**src/rtl/apb_reg_slave.sv**
```systemverilog
// APB3 completer exposing a read-only status word (reg 0) and NUM_REGS-1 read/write
// control registers, with a fixed number of wait states and PSLVERR on illegal accesses.
module apb_reg_slave #(
    parameter int ADDR_WIDTH  = 16,
    parameter int DATA_WIDTH  = 64,
    parameter int NUM_REGS    = 16,
    parameter int WAIT_STATES = 1
) (
    input  logic                              i_clk,
    input  logic                              i_rst,
    input  logic                              i_psel,
    input  logic                              i_penable,
    input  logic                              i_pwrite,
    input  logic [ADDR_WIDTH-1:0]             i_paddr,
    input  logic [DATA_WIDTH-1:0]             i_pwdata,
    output logic [DATA_WIDTH-1:0]             o_prdata,
    output logic                              o_pready,
    output logic                              o_pslverr,
    input  logic [DATA_WIDTH-1:0]             i_status,
    output logic [(NUM_REGS-1)*DATA_WIDTH-1:0] o_regs,
    output logic [NUM_REGS-2:0]               o_wr_pulse
);

    localparam int LSB  = $clog2(DATA_WIDTH / 8);
    localparam int IDXW = (NUM_REGS > 2) ? $clog2(NUM_REGS) : 1;
    localparam int NRW  = NUM_REGS - 1;
    localparam logic [ADDR_WIDTH-1:0] ALIGN_MASK = ADDR_WIDTH'((DATA_WIDTH / 8) - 1);
    localparam logic [ADDR_WIDTH:0]   NUM_REGS_W = (ADDR_WIDTH + 1)'(NUM_REGS);
    localparam logic [3:0]            WAIT_INIT  = 4'(WAIT_STATES);

    typedef enum logic [0:0] {
        ST_IDLE   = 1'b0,
        ST_ACCESS = 1'b1
    } state_t;

    state_t                state_r, state_nx_s;
    logic [3:0]            cnt_r, cnt_nx_s;
    logic [IDXW-1:0]       idx_r, idx_nx_s;
    logic                  write_r, write_nx_s;
    logic                  err_r, err_nx_s;
    logic [DATA_WIDTH-1:0] wdata_r, wdata_nx_s;
    logic [DATA_WIDTH-1:0] prdata_r, prdata_nx_s;
    logic                  pready_r, pready_nx_s;
    logic                  pslverr_r, pslverr_nx_s;
    logic                  commit_s;

    // regs_r[i] holds register i+1
    logic [DATA_WIDTH-1:0] regs_r [NRW];
    logic [NRW-1:0]        wr_pulse_r;

    logic [ADDR_WIDTH-1:0] live_idx_s;
    logic                  live_err_s;
    logic [IDXW-1:0]       rd_idx_s;
    logic                  rd_err_s;
    logic                  rd_write_s;
    logic [DATA_WIDTH-1:0] rdata_s;
    logic [DATA_WIDTH-1:0] rd_arr_s [NUM_REGS];

    assign rd_arr_s[0] = i_status;
    for (genvar g = 0; g < NRW; g++) begin : g_rw
        assign rd_arr_s[g+1]                         = regs_r[g];
        assign o_regs[g*DATA_WIDTH +: DATA_WIDTH]    = regs_r[g];
    end

    assign o_prdata   = prdata_r;
    assign o_pready   = pready_r;
    assign o_pslverr  = pslverr_r;
    assign o_wr_pulse = wr_pulse_r;

    // Decode the address currently on the bus: index plus error classification
    always_comb begin
        live_idx_s = i_paddr >> LSB;
        live_err_s = ((i_paddr & ALIGN_MASK) != '0)
                   || ({1'b0, live_idx_s} >= NUM_REGS_W)
                   || (i_pwrite && (live_idx_s == '0));
    end

    // Select read source: live decode when completing straight from IDLE, captured otherwise
    always_comb begin
        if (state_r == ST_IDLE) begin
            rd_idx_s   = live_idx_s[IDXW-1:0];
            rd_err_s   = live_err_s;
            rd_write_s = i_pwrite;
        end else begin
            rd_idx_s   = idx_r;
            rd_err_s   = err_r;
            rd_write_s = write_r;
        end
        if (!rd_err_s && !rd_write_s) begin
            rdata_s = rd_arr_s[rd_idx_s];
        end else begin
            rdata_s = '0;
        end
    end

    // Transfer FSM next-state and registered-output next values
    always_comb begin
        state_nx_s   = state_r;
        cnt_nx_s     = cnt_r;
        idx_nx_s     = idx_r;
        write_nx_s   = write_r;
        err_nx_s     = err_r;
        wdata_nx_s   = wdata_r;
        prdata_nx_s  = prdata_r;
        pready_nx_s  = pready_r;
        pslverr_nx_s = pslverr_r;
        commit_s     = 1'b0;
        case (state_r)
            ST_IDLE: begin
                if (i_psel && !i_penable) begin
                    state_nx_s = ST_ACCESS;
                    cnt_nx_s   = WAIT_INIT;
                    idx_nx_s   = live_idx_s[IDXW-1:0];
                    write_nx_s = i_pwrite;
                    err_nx_s   = live_err_s;
                    wdata_nx_s = i_pwdata;
                    if (WAIT_INIT == 4'd0) begin
                        pready_nx_s  = 1'b1;
                        prdata_nx_s  = rdata_s;
                        pslverr_nx_s = live_err_s;
                    end else begin
                        pready_nx_s  = 1'b0;
                        prdata_nx_s  = '0;
                        pslverr_nx_s = 1'b0;
                    end
                end else begin
                    pready_nx_s  = 1'b0;
                    prdata_nx_s  = '0;
                    pslverr_nx_s = 1'b0;
                end
            end
            ST_ACCESS: begin
                if (!i_psel) begin
                    // Requester abandoned the transfer: drop it without committing
                    state_nx_s   = ST_IDLE;
                    cnt_nx_s     = 4'd0;
                    pready_nx_s  = 1'b0;
                    prdata_nx_s  = '0;
                    pslverr_nx_s = 1'b0;
                end else if (pready_r) begin
                    state_nx_s   = ST_IDLE;
                    pready_nx_s  = 1'b0;
                    prdata_nx_s  = '0;
                    pslverr_nx_s = 1'b0;
                    commit_s     = write_r && !err_r && i_penable;
                end else if (cnt_r > 4'd1) begin
                    cnt_nx_s = cnt_r - 4'd1;
                end else begin
                    cnt_nx_s     = 4'd0;
                    pready_nx_s  = 1'b1;
                    prdata_nx_s  = rdata_s;
                    pslverr_nx_s = err_r;
                end
            end
            default: begin
                state_nx_s   = ST_IDLE;
                cnt_nx_s     = 4'd0;
                pready_nx_s  = 1'b0;
                prdata_nx_s  = '0;
                pslverr_nx_s = 1'b0;
            end
        endcase
    end

    // FSM state, captured transfer and APB response registers
    always_ff @(posedge i_clk or posedge i_rst) begin
        if (i_rst) begin
            state_r   <= ST_IDLE;
            cnt_r     <= 4'd0;
            idx_r     <= '0;
            write_r   <= 1'b0;
            err_r     <= 1'b0;
            wdata_r   <= '0;
            prdata_r  <= '0;
            pready_r  <= 1'b0;
            pslverr_r <= 1'b0;
        end else begin
            state_r   <= state_nx_s;
            cnt_r     <= cnt_nx_s;
            idx_r     <= idx_nx_s;
            write_r   <= write_nx_s;
            err_r     <= err_nx_s;
            wdata_r   <= wdata_nx_s;
            prdata_r  <= prdata_nx_s;
            pready_r  <= pready_nx_s;
            pslverr_r <= pslverr_nx_s;
        end
    end

    // Control register bank and one-cycle write strobes
    always_ff @(posedge i_clk or posedge i_rst) begin
        if (i_rst) begin
            for (int i = 0; i < NRW; i++) begin
                regs_r[i] <= '0;
            end
            wr_pulse_r <= '0;
        end else begin
            wr_pulse_r <= '0;
            for (int i = 0; i < NRW; i++) begin
                if (commit_s && (idx_r == IDXW'(i + 1))) begin
                    regs_r[i]     <= wdata_r;
                    wr_pulse_r[i] <= 1'b1;
                end
            end
        end
    end

endmodule
```
**config.mk**
```make
export PLATFORM = sky130hd
export DESIGN_NAME = apb_reg_slave
export DESIGN_NICKNAME = d
export VERILOG_FILES = /design/src/rtl/apb_reg_slave.sv
export SDC_FILE = /design/constraint.sdc
export NUM_CORES = 2
export LEC_CHECK = 0
export ABC_AREA = 1
export ABC_CLOCK_PERIOD_IN_PS = 54600
export CORE_AREA = 2 2 467 469
export DETAILED_ROUTE_END_ITERATION = 10
export DIE_AREA = 0 0 469 471
export GPL_ROUTABILITY_DRIVEN = 0
export PLACE_DENSITY_LB_ADDON = 0.12
export SETUP_SLACK_MARGIN = 0.02
export SYNTH_ARGS = -nofsm -noshare
export SYNTH_HDL_FRONTEND = slang
export SYNTH_SLANG_ARGS = --single-unit
export TNS_END_PERCENT = 20
```
**constraint.sdc**
```tcl
create_clock -name i_clk -period 54.6 [get_ports i_clk]
set_input_delay 13.65 -clock i_clk [delete_from_list [all_inputs] [get_ports i_clk]]
set_output_delay 13.65 -clock i_clk [all_outputs]
set_load 0.02 [all_outputs]
```
==> results.md <==
- Status: complete, but fails checks
- Violations in the final reports: max-slew violations
- Total half-perimeter wirelength after legalization and detailed placement: 193000 um
- Slew at the pin closest to its max-slew limit: 1540 ps
- Initial Util: 23.0%
- FMAX: 56.1 MHz
- Number of hold buffers added after CTS: 0
- Amount of wire on met2 after detailed routing: 135000 um
- Total iterations of the first detailed-routing run: 6
- Leakage power total: 28.8 nW
- Number of flops mapped to enable cells by yosys: 0
- CTS Buffer Depth: 3
- Fraction of synthesis flops using an asynchronous set or reset pin: 100%
- Wire length on met3: 25300 um
- Placed Instances: 9613
- Cell area after layout: 0.0685 mm^2
- Synthesis Warnings: 0
- Crit Reg-Reg Endpoint: o_prdata[54]
- Uppermost layer routed: met4
- Detail-routed net length per standard cell: 29.5 um
- Site Rows: 171
- Final wirelength: 291000 um
- Summed instance area of the synthesized netlist: 0.0497 mm^2
- Number of buffers created by CTS: 143
- Launch instance of the worst register-to-register path: state_r
- RSZ-0062 raised after global routing: false
- Worst EP required: 55430 ps
- Critical-path maximum fanout: 84
- Total DRC errors in the routed layout: 0
- CP Data Arrival Time: 18650 ps
- End point of the most critical hold path: o_prdata[39]
- H-tree level count: 4
- Filler-free cell count of the finished design: 9870
- Crit path time final: 17820 ps
- Critical path launch point type: input port
- Clock tree sinks: 1116
- Violation count after the first detailed-route iteration: 4837
- Core area: 0.216 mm^2
- Count of state elements after synthesis: 1116
- Launch point of the worst hold path: o_prdata[39]
- Worst reg-to-reg setup slack: 49170 ps
- Synth cell count leaders: 1826 x sky130_fd_sc_hd__nand2_1, 1289 x sky130_fd_sc_hd__nand3_1, 1116 x sky130_fd_sc_hd__dfrtp_1, 550 x sky130_fd_sc_hd__o21ai_0, 419 x sky130_fd_sc_hd__o21ai_1
- Clock skew after layout: 35.4 ps
- Horiz. Die Dim: 469 um
- Final TNS setup: 0 ps
- Power per cell area: 32.0 mW/mm^2
- Wire length of the first global-routing pass: 402000 um
- Worst R2R Path Depth: 12
- Gate count after technology mapping: 6035
- Total number of nets in the final design: 7055
- Hold Crit Class: register to register
- Max Slew Vio Count: 41
- Crit-path cells: clkdlybuf4s50_1 > inv_8 > buf_4 > buf_4 > buf_4 > buf_4 > buf_4
- Maximum number of pins on one net before global-route repair: 157
- Synthesized net count: 6186
- Worst supply voltage drop on vdd: 0.0000336 V
- Vias in the first global route: 46718
- Kind of end point of the critical path: asynchronous set/reset pin
- Cell variety after synth: 24
- Count of cells along the worst hold path: 2
- I/O pin cnt: 1190
- Biggest area consumer among synthesized cells: sky130_fd_sc_hd__dfrtp_1
- Total count of hold-check failures in the final report: 0
- Leftover overflow at the end of global routing: 0
- TritonCTS clock tree: done
- Main area contributors after synthesis: sky130_fd_sc_hd__dfrtp_1 56%, sky130_fd_sc_hd__nand2_1 14%, sky130_fd_sc_hd__nand3_1 13%, sky130_fd_sc_hd__o21ai_0 5.5%, sky130_fd_sc_hd__o21ai_1 4.2%
- Post-placement cell area: 0.0637 mm^2
- Number of maximum-capacitance violations: 0
- Buffers inserted by post-CTS timing repair: 0
- Post-cts resize count: 0
- Highest-delay cell along the critical path: sky130_fd_sc_hd__buf_4
- Area share of the largest cell type after synthesis: 56.2%
- Antenna-violating nets left: 0
- Vias per std cell: 4.97
- Final worst path period share: 32.6%
- Per-instance average area after synthesis: 8.24 um^2
- Count of input and output buffers: 1189
- GRT Util Overall: 25.6%
- Share of cells above drive strength 1: 4.81%
- Vertical die dimension: 471 um
- Die area: 0.221 mm^2
- Cell repeated most along the worst path: sky130_fd_sc_hd__buf_4
- Design Power: 2.19 mW
- Worst setup path class: input port to asynchronous set/reset pin
- Most used standard cell by instance count after synthesis: sky130_fd_sc_hd__nand2_1
- Routed via count: 49033
- Dominant register cell in the synthesized netlist: sky130_fd_sc_hd__dfrtp_1
- Clock input transition at the sequential cells of the worst setup and hold paths: 60 ps
- Root Driver: sky130_fd_sc_hd__clkbuf_16
- Max-slew headroom: -2.69%
- Share of the yosys chip area belonging to registers: 56.2%
- Area added between synthesis and finish: 37.7%
- Largest incremental delay on the critical path: 770 ps
- Final setup violation count: 0
- Wire length the detailed router placed on met1: 119000 um
- Initial antenna violation count: 14
- Worst-skew pair later-pin latency: 830 ps
-- how the worst max path moves through the flow --
stage	endpoint	startpoint	slack [ps]	depth (start not counted)
2_1_floorplan	cnt_r[0]	i_rst	9530	1
3_3_place_gp	o_regs[148]	i_rst	35790	7
3_5_place_dp	o_regs[214]	i_rst	35690	7
4_1_cts	o_regs[538]	i_rst	36590	7
5_1_grt	o_regs[538]	i_rst	36170	7
6_report	o_regs[538]	i_rst	36780	7
-- flip-flops by register name (all words and copies together) (netlist names) --
name        count
write_r         1
idx_r           4
o_wr_pulse     15
o_prdata       64
state_r         1
wdata_r        64
o_pslverr       1
o_regs        960
cnt_r           4
err_r           1
o_pready        1
-- power by group --
part,leakage [nW],switching (mW),total (mW),internal (mW)
combinational,11.1,0.293,0.366,0.0729
clock,2.34,0.402,0.974,0.572
sequential,15.4,0.00761,0.848,0.840
-- through the flow --
stage / utilization (%) / worst slack, ps / hold slack (ps)
2_1_floorplan: - / 9530 / 506
3_3_place_gp: 29.5 / 35790 / 464
3_5_place_dp: 29.5 / 35690 / 464
4_1_cts: 31.7 / 36590 / 484
5_1_grt: 31.7 / 36170 / 510
6_report: 31.7 / 36780 / 483
-- worst max-delay path, delay by kind of cell --
family,cells,cell delay [ps]
buf+inv,7,4610
-- layer usage --
metal	vias up	track usage (%)
met4	0	10.2
met1	24585	32.3
met3	404	7.59
met2	2129	40.8
met5	-	0
li1	21915	-
-- layout by cell type, fill, tap and decap left out, types with 2 or more instances in the layout --
master	netlist	final
sky130_fd_sc_hd__diode_2	0	7
sky130_fd_sc_hd__clkinvlp_4	0	3
sky130_fd_sc_hd__clkinv_2	0	17
sky130_fd_sc_hd__inv_1	88	87
sky130_fd_sc_hd__bufinv_16	0	5
sky130_fd_sc_hd__clkbuf_1	256	28
sky130_fd_sc_hd__clkbuf_16	0	148
sky130_fd_sc_hd__nor2_1	97	96
sky130_fd_sc_hd__nand4_1	9	9
sky130_fd_sc_hd__o21ai_1	419	416
sky130_fd_sc_hd__clkbuf_8	0	38
sky130_fd_sc_hd__buf_12	0	7
sky130_fd_sc_hd__a21oi_1	68	68
sky130_fd_sc_hd__clkdlybuf4s50_1	0	1189
sky130_fd_sc_hd__clkinv_8	0	2
sky130_fd_sc_hd__inv_2	6	4
sky130_fd_sc_hd__nand2_1	1826	1813
sky130_fd_sc_hd__nor3_2	2	2
sky130_fd_sc_hd__inv_16	0	2
sky130_fd_sc_hd__o21ai_4	0	4
sky130_fd_sc_hd__nand3_1	1289	1288
sky130_fd_sc_hd__dfrtp_1	1116	1116
sky130_fd_sc_hd__buf_4	2	78
sky130_fd_sc_hd__nand2_4	0	13
sky130_fd_sc_hd__inv_6	0	7
sky130_fd_sc_hd__ha_1	2	2
sky130_fd_sc_hd__nor3_1	6	6
sky130_fd_sc_hd__o21ai_0	550	550
-- final cells by class --
type	count	area [um^2]
inverters	94	368
flip-flops and latches	1116	27900
clock buffers	214	4330
multi-input cells	4275	19200
diodes	7	17.5
fillers	22989	148000
well taps	2854	3570
clock inverters	36	413
repair buffers	1274	12600
-- logic make-up (layout without fill, tap and decap cells) --
family,after synthesis,after routing,synth area share (%)
other cells,0,7,0
compound gates,1040,1040,10.5
fa+ha+maj,2,2,0.0503
simple gates,3233,3233,27.8
buf+inv,644,1618,5.54
flops,1116,1116,56.2
Power figures use the tool's default switching activity.
